===== config.mk =====
export PLATFORM = sky130hd
export DESIGN_NAME = videoctl_regfile
export DESIGN_NICKNAME = d
export VERILOG_FILES = /design/src/rtl/videoctl_pkg.sv /design/src/rtl/videoctl_regfile_sync_falling_edge.sv /design/src/rtl/videoctl_regfile.sv
export SDC_FILE = /design/constraint.sdc
export NUM_CORES = 2
export LEC_CHECK = 0
export CAP_MARGIN = 0
export CORE_ASPECT_RATIO = 1.4
export CORE_MARGIN = 10
export CORE_UTILIZATION = 55
export CTS_CLUSTER_DIAMETER = 40
export DETAILED_ROUTE_END_ITERATION = 8
export PLACE_DENSITY = 0.75
export REMOVE_ABC_BUFFERS = 1
export SYNTH_ARGS = -nofsm -noshare
export SYNTH_HDL_FRONTEND = slang
export SYNTH_HIERARCHICAL = 1
export SYNTH_SLANG_ARGS = --single-unit

===== constraint.sdc =====
create_clock -name reg_clk -period 2.5 [get_ports reg_clk]
set_input_delay 0.375 -clock reg_clk [delete_from_list [all_inputs] [get_ports reg_clk]]
set_output_delay 0.375 -clock reg_clk [all_outputs]
set_load 0.05 [all_outputs]

===== src/rtl/videoctl_pkg.sv =====
// Shared constants for the video controller register bank: control-region
// offsets, CTL/STATUS/IRQEN bit positions and display mode encodings.
package videoctl_pkg;

  localparam logic [3:0] REG_BASE_HI   = 4'h0;
  localparam logic [3:0] REG_BASE_LO   = 4'h1;
  localparam logic [3:0] REG_LEFT_HI   = 4'h2;
  localparam logic [3:0] REG_LEFT_LO   = 4'h3;
  localparam logic [3:0] REG_RIGHT_HI  = 4'h4;
  localparam logic [3:0] REG_RIGHT_LO  = 4'h5;
  localparam logic [3:0] REG_TOP_HI    = 4'h6;
  localparam logic [3:0] REG_TOP_LO    = 4'h7;
  localparam logic [3:0] REG_BOTTOM_HI = 4'h8;
  localparam logic [3:0] REG_BOTTOM_LO = 4'h9;
  localparam logic [3:0] REG_MODE      = 4'hA;
  localparam logic [3:0] REG_CTL       = 4'hB;
  localparam logic [3:0] REG_STATUS    = 4'hC;
  localparam logic [3:0] REG_CMP_HI    = 4'hD;
  localparam logic [3:0] REG_CMP_LO    = 4'hE;
  localparam logic [3:0] REG_IRQEN     = 4'hF;

  localparam int CTL_COMMIT    = 0;
  localparam int CTL_IMMEDIATE = 1;

  localparam int STAT_PENDING  = 0;
  localparam int STAT_VBLANK   = 1;
  localparam int STAT_IRQ      = 2;

  localparam int IRQEN_VBLANK  = 0;
  localparam int IRQEN_RASTER  = 1;

  localparam logic [1:0] MODE_TEXT = 2'd0;
  localparam logic [1:0] MODE_1BPP = 2'd1;
  localparam logic [1:0] MODE_2BPP = 2'd2;
  localparam logic [1:0] MODE_4BPP = 2'd3;

endpackage


===== src/rtl/videoctl_regfile_sync_falling_edge.sv =====
// Two-flop synchroniser for an active-low sync strobe from the pixel domain,
// with a one-cycle pulse on its synchronised falling edge.
module sync_falling_edge (
  input  logic clk_i,
  input  logic nreset_i,
  input  logic d_i,
  output logic sync_o,
  output logic fall_o
);

  logic s1_q, s2_q, prev_q;

  // Idle-high reset level keeps a freshly reset bank from seeing a false edge.
  always_ff @(posedge clk_i) begin
    if (!nreset_i) begin
      s1_q   <= 1'b1;
      s2_q   <= 1'b1;
      prev_q <= 1'b1;
    end else begin
      s1_q   <= d_i;
      s2_q   <= s1_q;
      prev_q <= s2_q;
    end
  end

  assign sync_o = s2_q;
  assign fall_o = prev_q & ~s2_q;

endmodule


===== src/rtl/videoctl_regfile.sv =====
// Double-buffered viewport/mode/palette register bank, committed at vsync.
// Build option VIDEOCTL_RASTER_IRQ_EN adds the line counter and raster IRQ.
module videoctl_regfile
  import videoctl_pkg::*;
#(
  parameter int ADDR_W   = 7,
  parameter int PAL_BITS = 4,
  parameter int COLOR_W  = 8,
  parameter int POS_W    = 10
) (
  input  logic                 reg_clk,
  input  logic                 nreset,
  input  logic                 reg_wr,
  input  logic                 reg_rd,
  input  logic [ADDR_W-1:0]    reg_addr,
  input  logic [7:0]           reg_data,
  output logic [7:0]           reg_q,
  input  logic                 hsync_in,
  input  logic                 vsync_in,
  output logic [15:0]          base_addr,
  output logic [POS_W-1:0]     vp_left,
  output logic [POS_W-1:0]     vp_right,
  output logic [POS_W-1:0]     vp_top,
  output logic [POS_W-1:0]     vp_bottom,
  output logic [1:0]           mode,
  output logic [1:0]           hzoom_max,
  output logic [1:0]           vzoom_max,
  input  logic [PAL_BITS-1:0]  pal_idx,
  output logic [3*COLOR_W-1:0] pal_rgb,
  output logic                 irq
);

  localparam int NPAL = 1 << PAL_BITS;
  localparam int HI_W = POS_W - 8;
  localparam int CW   = ADDR_W - 1 - PAL_BITS;

  logic               hs_sync, hs_fall, vs_sync, vs_fall;
  logic               ctl_sel, pal_sel, pal_ok, wr_reg, wr_pal;
  logic [3:0]         off;
  logic [1:0]         vp_sel;
  logic [CW-1:0]      pal_comp;
  logic [1:0]         comp2;
  logic [PAL_BITS-1:0] pal_ent;
  logic               commit, load_act, raster_hit;

  logic [15:0]        base_w_q, base_a_q;
  logic [5:0]         mode_w_q, mode_a_q;
  logic [POS_W-1:0]   vp_w_q [4];
  logic [POS_W-1:0]   vp_a_q [4];
  logic [COLOR_W-1:0] pal_w_q [3][NPAL];
  logic [COLOR_W-1:0] pal_a_q [3][NPAL];
  logic [1:0]         irqen_q;
  logic               pending_q, pending_d, imm_q, imm_d, irq_flag_q, irq_flag_d;
  logic [7:0]         rd_d;

  sync_falling_edge u_hsync (.clk_i(reg_clk), .nreset_i(nreset), .d_i(hsync_in),
                             .sync_o(hs_sync), .fall_o(hs_fall));
  sync_falling_edge u_vsync (.clk_i(reg_clk), .nreset_i(nreset), .d_i(vsync_in),
                             .sync_o(vs_sync), .fall_o(vs_fall));

  assign ctl_sel  = (reg_addr[ADDR_W-1:4] == '0);
  assign pal_sel  = reg_addr[ADDR_W-1];
  assign off      = reg_addr[3:0];
  assign vp_sel   = 2'(off[3:1] - 3'd1);
  assign pal_comp = reg_addr[ADDR_W-2:PAL_BITS];
  assign comp2    = 2'(pal_comp);
  assign pal_ent  = reg_addr[PAL_BITS-1:0];
  assign pal_ok   = pal_sel && (pal_comp < CW'(3));
  assign wr_reg   = reg_wr && ctl_sel;
  assign wr_pal   = reg_wr && pal_ok;

  // The active copy samples the pre-edge working copy, so a write landing on
  // the commit edge stays behind in the working copy for the next frame.
  assign commit   = vs_fall && pending_q;
  assign load_act = commit || imm_q;

  always_ff @(posedge reg_clk) begin
    if (!nreset) begin
      base_w_q <= '0;
      mode_w_q <= '0;
      irqen_q  <= '0;
      for (int i = 0; i < 4; i++) vp_w_q[i] <= '0;
    end else if (wr_reg) begin
      case (off)
        REG_BASE_HI: base_w_q[15:8] <= reg_data;
        REG_BASE_LO: base_w_q[7:0]  <= reg_data;
        REG_LEFT_HI, REG_RIGHT_HI, REG_TOP_HI, REG_BOTTOM_HI:
          vp_w_q[vp_sel][POS_W-1:8] <= reg_data[HI_W-1:0];
        REG_LEFT_LO, REG_RIGHT_LO, REG_TOP_LO, REG_BOTTOM_LO:
          vp_w_q[vp_sel][7:0] <= reg_data;
        REG_MODE: mode_w_q <= reg_data[5:0];
`ifdef VIDEOCTL_RASTER_IRQ_EN
        REG_IRQEN: irqen_q <= reg_data[1:0];
`else
        REG_IRQEN: irqen_q <= {1'b0, reg_data[IRQEN_VBLANK]};
`endif
        default: ;
      endcase
    end
  end

  always_ff @(posedge reg_clk) begin
    if (!nreset) begin
      for (int c = 0; c < 3; c++)
        for (int i = 0; i < NPAL; i++) pal_w_q[c][i] <= '0;
    end else if (wr_pal) begin
      pal_w_q[comp2][pal_ent] <= reg_data[COLOR_W-1:0];
    end
  end

  always_ff @(posedge reg_clk) begin
    if (!nreset) begin
      base_a_q <= '0;
      mode_a_q <= '0;
      for (int i = 0; i < 4; i++) vp_a_q[i] <= '0;
      for (int c = 0; c < 3; c++)
        for (int i = 0; i < NPAL; i++) pal_a_q[c][i] <= '0;
    end else if (load_act) begin
      base_a_q <= base_w_q;
      mode_a_q <= mode_w_q;
      vp_a_q   <= vp_w_q;
      pal_a_q  <= pal_w_q;
    end
  end

`ifdef VIDEOCTL_RASTER_IRQ_EN
  logic [POS_W-1:0] cmp_q, line_q, line_d;

  always_ff @(posedge reg_clk) begin
    if (!nreset) begin
      cmp_q  <= '0;
      line_q <= '0;
    end else begin
      line_q <= line_d;
      if (wr_reg && off == REG_CMP_HI) cmp_q[POS_W-1:8] <= reg_data[HI_W-1:0];
      if (wr_reg && off == REG_CMP_LO) cmp_q[7:0] <= reg_data;
    end
  end

  // vsync restarts the frame and takes priority over a coincident hsync.
  always_comb begin
    line_d     = line_q;
    raster_hit = 1'b0;
    if (vs_fall) begin
      line_d = '0;
    end else if (hs_fall && line_q != '1) begin
      line_d     = line_q + POS_W'(1);
      raster_hit = irqen_q[IRQEN_RASTER] && (line_d == cmp_q);
    end
  end
`else
  assign raster_hit = 1'b0;
`endif

  always_comb begin
    pending_d  = pending_q;
    imm_d      = imm_q;
    irq_flag_d = irq_flag_q;
    if (wr_reg && off == REG_CTL) begin
      pending_d = reg_data[CTL_COMMIT];
      imm_d     = reg_data[CTL_IMMEDIATE];
    end else if (commit) begin
      pending_d = 1'b0;
    end
    if ((vs_fall && irqen_q[IRQEN_VBLANK]) || raster_hit)
      irq_flag_d = 1'b1;
    else if (wr_reg && off == REG_STATUS && reg_data[STAT_IRQ])
      irq_flag_d = 1'b0;
  end

  always_comb begin
    rd_d = '0;
    if (ctl_sel) begin
      case (off)
        REG_BASE_HI: rd_d = base_w_q[15:8];
        REG_BASE_LO: rd_d = base_w_q[7:0];
        REG_LEFT_HI, REG_RIGHT_HI, REG_TOP_HI, REG_BOTTOM_HI:
          rd_d = 8'(vp_w_q[vp_sel][POS_W-1:8]);
        REG_LEFT_LO, REG_RIGHT_LO, REG_TOP_LO, REG_BOTTOM_LO:
          rd_d = vp_w_q[vp_sel][7:0];
        REG_MODE:    rd_d = {2'b00, mode_w_q};
        REG_CTL:     rd_d = {6'd0, imm_q, pending_q};
        REG_STATUS: begin
          rd_d[STAT_PENDING] = pending_q;
          rd_d[STAT_VBLANK]  = ~vs_sync;
          rd_d[STAT_IRQ]     = irq_flag_q;
        end
`ifdef VIDEOCTL_RASTER_IRQ_EN
        REG_CMP_HI:  rd_d = 8'(cmp_q[POS_W-1:8]);
        REG_CMP_LO:  rd_d = cmp_q[7:0];
`endif
        REG_IRQEN:   rd_d = {6'd0, irqen_q};
        default: ;
      endcase
    end else if (pal_ok) begin
      rd_d = 8'(pal_w_q[comp2][pal_ent]);
    end
  end

  always_ff @(posedge reg_clk) begin
    if (!nreset) begin
      pending_q  <= 1'b0;
      imm_q      <= 1'b0;
      irq_flag_q <= 1'b0;
      reg_q      <= '0;
    end else begin
      pending_q  <= pending_d;
      imm_q      <= imm_d;
      irq_flag_q <= irq_flag_d;
      if (reg_rd) reg_q <= rd_d;
    end
  end

  logic unused_ok;
  assign unused_ok = ^{hs_sync, hs_fall};

  assign base_addr = base_a_q;
  assign vp_left   = vp_a_q[0];
  assign vp_right  = vp_a_q[1];
  assign vp_top    = vp_a_q[2];
  assign vp_bottom = vp_a_q[3];
  assign mode      = mode_a_q[1:0];
  assign hzoom_max = mode_a_q[3:2];
  assign vzoom_max = mode_a_q[5:4];
  assign pal_rgb   = {pal_a_q[0][pal_idx], pal_a_q[1][pal_idx], pal_a_q[2][pal_idx]};
  assign irq       = irq_flag_q;

endmodule


After elaboration in Yosys (flattened, before gate mapping)

Cells that the tools add are included.

Input port bits: 25
Output and inout bits: 95
Logic and storage cells: 207
Register bits after elaboration: 907

$add $sub $neg: 1
Multiplexer cells: 38
Equal/unequal tests: 13
Bitwise gates (word level): 6
Reductions and logical operators: 24
$lt $le $gt $ge: 8

Operator list:

| cell                 | count |
|---|---|
| $bwmux W384          | 1 |
| $mux W128            | 3 |
| $bmux W128 S2        | 1 |
| $demux W128 S2       | 1 |
| $bmux W8 S4          | 4 |
| $mux W8              | 12 |
| $bwmux W40           | 2 |
| $pmux W40 S2         | 1 |
| $demux W10 S2        | 2 |
| $demux W8 S4         | 1 |
| $mux W10             | 3 |
| $eq A4 B4 Y1 const B | 6 |
| $pmux W3 S8          | 1 |
| $bmux W10 S2         | 1 |
| $pmux W5 S4          | 1 |
| $eq A4 B3 Y1 const B | 4 |
| $logic_and A1 B1 Y1  | 11 |
| $ge A5 B5 Y1 const B | 2 |
| $not A4 Y5           | 2 |
| $reduce_and A2 Y1    | 5 |
| $eq A4 B2 Y1 const B | 2 |
| $reduce_or A4 Y1     | 2 |
| $ge A3 B3 Y1 const B | 2 |
| $lt A3 B1 Y1 const B | 2 |
| 12 further kinds     | 18 |

Logic depth before layout (Yosys ltp)

Depth after elaboration: 9
Gate-level depth with buffers: 11
Gate-level depth less buffers: 7

By module

The synthesis kept the hierarchy.

By module, submodules not included:

| module            | area an instance (um2) | seq. area each (um2) | times used | cells each |
|---|---|---|---|---|
| videoctl_regfile  | 41,163.2               | 18,097.4             | 1          | 4,546 |
| sync_falling_edge | 85.1                   | 60.1                 | 1          | 7 |

Worst setup path before layout

Ideal clock, no wire load.

Path kind: input port to flip-flop
Start: in reg_addr[1]
End: reg reg_q[3]
Arrival: 2.625 ns
Path buffers: 4
Setup time: 0.120 ns
Required time: 2.380 ns
Cell stages on the path: 11
Path slack: -0.245 ns
Cell sequence: buf_2 inv_2 buf_2 clkbuf_1 ha_1 buf_1 mux4_2 nand4_1 o211ai_1 a22o_1 a211o_1

Longest elaborated chain between the ends: 7
Elaborated cells between the ends (all ways): 20
Classes of those cells: add/sub (1); eq/ne (6); mux (9); bitwise (2); reduce/logical (2)

Ends and longest elaborated chain:

| element                                      | RTL line                | RTL |
|---|---|---|
| from (decl)                                  | videoctl_regfile.sv:15  | `input logic [ADDR_W-1:0] reg_addr,` |
| $sub A2 B1 Y2                                | videoctl_regfile.sv:64  | `assign vp_sel = 2'(off[3:1] - 3'd1);` |
| $not A2 Y3 (implied by the code)             | videoctl_regfile.sv:180 | `rd_d = vp_w_q[vp_sel][7:0];` |
| $bmux W10 S2                                 | videoctl_regfile.sv:180 |  |
| $mux W10 (implied by the code) (2 in series) | videoctl_regfile.sv:180 |  |
| $pmux W5 S4                                  | videoctl_regfile.sv:174 | `case (off)` |
| $mux W8 (*)                                  | videoctl_regfile.sv:173 | `if (ctl_sel) begin` |
| to (signal assigned)                         | videoctl_regfile.sv:210 | `if (reg_rd) reg_q <= rd_d;` |
| to (decl)                                    | videoctl_regfile.sv:17  | `output logic [7:0] reg_q,` |

Every way passes the cells marked *; elsewhere a longest branch is shown, timed or not. The select of a mux whose other input is x is not followed.
A chain may end at the register's enable or synchronous reset.

Worst setup path after layout

Start: reg pal_a_q[60] in the netlist's numbering
End: out pal_rgb[4]

Longest elaborated chain between the ends: 3

Ends and longest elaborated chain:

| element                                     | RTL line                | RTL |
|---|---|---|
| from (decl)                                 | videoctl_regfile.sv:51  | `logic [COLOR_W-1:0] pal_a_q [3][NPAL];` |
| from (signal assigned)                      | videoctl_regfile.sv:122 | `pal_a_q <= pal_w_q;` |
| $bmux W8 S4                                 | videoctl_regfile.sv:225 | `assign pal_rgb = {pal_a_q[0][pal_idx], pal_a_q[1][pal_idx], pal_a_q[2][pal_idx]};` |
| $mux W8 (implied by the code) (2 in series) | videoctl_regfile.sv:225 |  |
| to (decl)                                   | videoctl_regfile.sv:29  | `output logic [3*COLOR_W-1:0] pal_rgb,` |

No other way between the ends. The select of a mux whose other input is x is not followed.

==> out/summary.txt <==
ANT nets after route: 0
failing checks: negative setup slack
Avg Vias per Cell: 6.24
crit-path max FO: 2
vias in the first global route: 34700
share of layout cells above drive strength 1: 0.165
xor and xnor area share after synthesis: 0
GPL Wtd Cong: 0.942
Skew-Pair Late Insertion Delay: 0.70 ns
Gate Count Post-Synth: 4553
crit start category: flip-flop
H-Tree Level Count: 3
worst min path class: input port to flip-flop
R2R Path Start: u_vsync/sync_o$_SDFF_PN1_
number of distinct library cells after synthesis: 65
DRT iter0 DRCs: 3781
CTS buffer count: 106
num ports: 120
period utilisation layout: 1.11
initial antenna violation count: 5
final wirelength: 137000 um
Seq cells post-synth: 907
Die Y: 344 um
crit path DAT: 2.40 ns
grt ovf: 0
Syn Std Cell Area: 41200 um2
Final #Nets: 4679
Seq/Total Area, Yosys: 0.440
design area: 48800 um2
PortBufs: 118
Simple-Gate Fraction of Synth Area: 0.158
number of synthesized flops with an enable pin: 0
Critical Path End: pal_rgb[4]
CP Capture Type: output port
Die ar.: 86500 um2
clk buf depth: 3
hold slack: 0.0433 ns
Main synth FF type: dfxtp_1
FF-to-FF setup slack: 0.43 ns
Multi-input gate area: 21400 um2
final core occ: 0.658
core area: 74100 um2
top cells by area, synth: dfxtp_1, a21boi_0, nand2_1
critical path required time: 2.12 ns
fmax: 361 MHz
max cap viols: 0
Peak VDD IR: 788 uV
clk sinks: 907
Core Rows: 118
reg2reg path depth: 6
Die W: 251 um
pin count of the biggest net entering global routing: 183
Post-CTS Repair Setup Buffers: 0
Synth Area in Adders: 0.00121
reg-to-reg endpoint: pal_a_q[103]$_SDFFE_PN0P_
Yosys top cell by area: dfxtp_1
leak pwr: 16.8 nW
share of the synthesized area in the top cell type: 0.440
Final Hold Viols: 0
combinational family with the most area after synthesis: compound AO/OA/AOI/OAI gates
clk slew on worst S/H paths: 0.06 ns
dpl cells: 5502
pre-CTS setup slack: -0.107 ns
placed cell area: 45000 um2
Yosys warnings: 6
Initial DRT Pass Iterations: 6
CP startpoint: pal_a_q[60]$_SDFFE_PN0P_
RSZ-0062 raised after global routing: true
uppermost routed layer: met5
PwrDens: 659 nW/um2
DRC: 0
Layout Cells excl Fill: 5700
final setup violation count: 24
Via Count: 35600
M1 WL: 52400 um
ys async rst share: 0
area occupied by registers: 18200 um2
outcome: finished, violations left
final slew viol count: 0
Initial Util: 0.557
worst slew pin tran: 0.929 ns
Final HPWL DP: 93600 um
per-cell routed wire length: 24.0 um
first-pass GRT wire length: 208000 um
CTS Root Cell: clkbuf_16
Slew headroom: 0.380
clock skew: 0.0304 ns
multiplexer share of the synthesized area: 0.141
metal2 WL: 63200 um
DR WL met3: 11700 um
fillers: 5774
min Tclk post-route: 2.77 ns
CTS tree: built
area grow syn2layout: 18.3%
Synth Area in Compound Gates: 0.218
Global Route Usage Sum: 0.309
WS Path Type: flip-flop to output port
final setup margin: -0.272 ns
Avg Inst Size Synth: 9.06 um2
per-layer routing:
metal | vias up | track usage
met3 | 441 | 0.0624
met4 | 10 | 0.207
li1 | 16000 | -
met1 | 17400 | 0.372
met5 | - | 0
met2 | 1751 | 0.496
Yosys cell counts, types with 3 or more instances:
cell type and count:
buf_1 22, a311o_1 3, nand2_1 1244, nand2b_1 5, and2_1 6, a21boi_0 652
nor2_2 17, o31a_1 4, a221oi_1 43, mux2i_1 185, buf_2 44, nor2b_1 132
o2bb2ai_1 49, or3_1 7, a22oi_1 9, nor3_1 6, o22ai_1 4, nand3_2 6
ha_1 4, dfxtp_1 907, nand3_4 3, nand4_1 17, a211oi_1 3, inv_2 4
buf_4 9, a21boi_1 122, mux2_2 54, a31oi_1 8, a211o_1 3, clkbuf_1 346
a21oi_1 17, nand3_1 52, a221o_1 27, nor2_1 27, a32oi_1 5, a22o_1 3
o31ai_1 7, buf_6 5, o211ai_1 7, mux4_2 142, mux2_1 13, o21ai_0 300
critical path, cell delays in order, from the launching register on:
cell and delay [ns]:
dfxtp_2 0.33, mux4_2 0.58, mux4_2 0.60, buf_8 0.19
layout by cell type (no fill, tap or decap), drive strengths merged, types with 4 or more instances in the layout:
master / instances
o211ai: 7
mux4: 142
a221o: 27
nand2: 1245
mux2: 67
clkbuf: 134
and2: 6
nor3: 7
a32oi: 5
a221oi: 43
buf: 337
nand2b: 5
clkinvlp: 14
o2bb2ai: 49
nor2b: 133
or3: 7
o21ai: 301
o31ai: 7
nand3: 61
ha: 4
a31oi: 8
clkdlybuf4s50: 78
mux2i: 185
o22ai: 4
nor2: 44
a22oi: 9
a21oi: 17
clkinv: 25
inv: 23
nand4: 17
dfxtp: 907
o31a: 4
a21boi: 775
bufinv: 7
per-stage QoR:
| stage | setup TNS (ns) | power (mW) |
|---|---|---|
| floorplan | -6219.68 | 15.4 |
| finish | -4.66 | 32.2 |
| detailed placement | -2.89 | 16.6 |
| CTS | -5.00 | 32.2 |
| global route | -5.01 | 32.9 |
| global placement | -2.32 | 16.6 |
state kept, by name, summed over array words and instances, names as in the netlist, 6 cells and up:
name       flops
mode_w_q       6
reg_q          8
vp_right      10
vp_bottom     10
mode_a_q       6
vp_w_q        40
vp_left       10
base_addr     16
pal_w_q      384
pal_a_q      384
base_w_q      16
vp_top        10
how the worst min path moves through the flow:
| stage | endpoint | slack (ns) | from | depth (start not counted) |
|---|---|---|---|---|
| CTS | base_w_q[10]$_SDFFE_PN0P_ | 0.02 | nreset | 2 |
| global placement | u_vsync/sync_o$_SDFF_PN1_ | 0.40 | u_vsync/s1_q$_SDFF_PN1_ | 1 |
| floorplan | u_vsync/sync_o$_SDFF_PN1_ | 0.39 | u_vsync/s1_q$_SDFF_PN1_ | 1 |
| global route | pal_a_q[0]$_SDFFE_PN0P_ | 0.04 | nreset | 2 |
| detailed placement | u_vsync/sync_o$_SDFF_PN1_ | 0.39 | u_vsync/s1_q$_SDFF_PN1_ | 1 |
| finish | pal_a_q[0]$_SDFFE_PN0P_ | 0.04 | nreset | 2 |
logic make-up (layout without fill, tap and decap cells):
family | count (synthesis) | count (layout)
DFF | 907 | 907
buffers and inverters | 432 | 618
AOI/OAI and AO/OA | 1275 | 1275
adders and majority gates | 4 | 4
and+or+nand+nor | 1541 | 1541
muxes | 394 | 394
other | 0 | 1
where the power goes:
part / leakage, nW / total (mW) / switching, mW / internal, mW
clock network: 1.74 / 15.9 / 6.70 / 9.16
logic: 7.75 / 1.81 / 1.11 / 0.698
registers: 7.31 / 14.5 / 0.0195 / 14.5
total: 16.8 / 32.2 / 7.83 / 24.3
timing repair:
item                                    4_1_cts  5_1_grt
endpoints found under the setup margin       24       24
pin swaps                                     0        0
gates resized for setup                      35       21
hold buffers                                  0        0
layout make-up:
class | count | share of cell area
diodes | 1 | 0.0000513
clock buffers | 134 | 0.0598
clock inverters | 63 | 0.0146
inverters | 6 | 0.000462
multi-input cells | 3214 | 0.438
flip-flops and latches | 907 | 0.373
well taps | 960 | 0.0246
repair buffers | 415 | 0.0898
No activity file was read; power rests on OpenSTA's default activity.
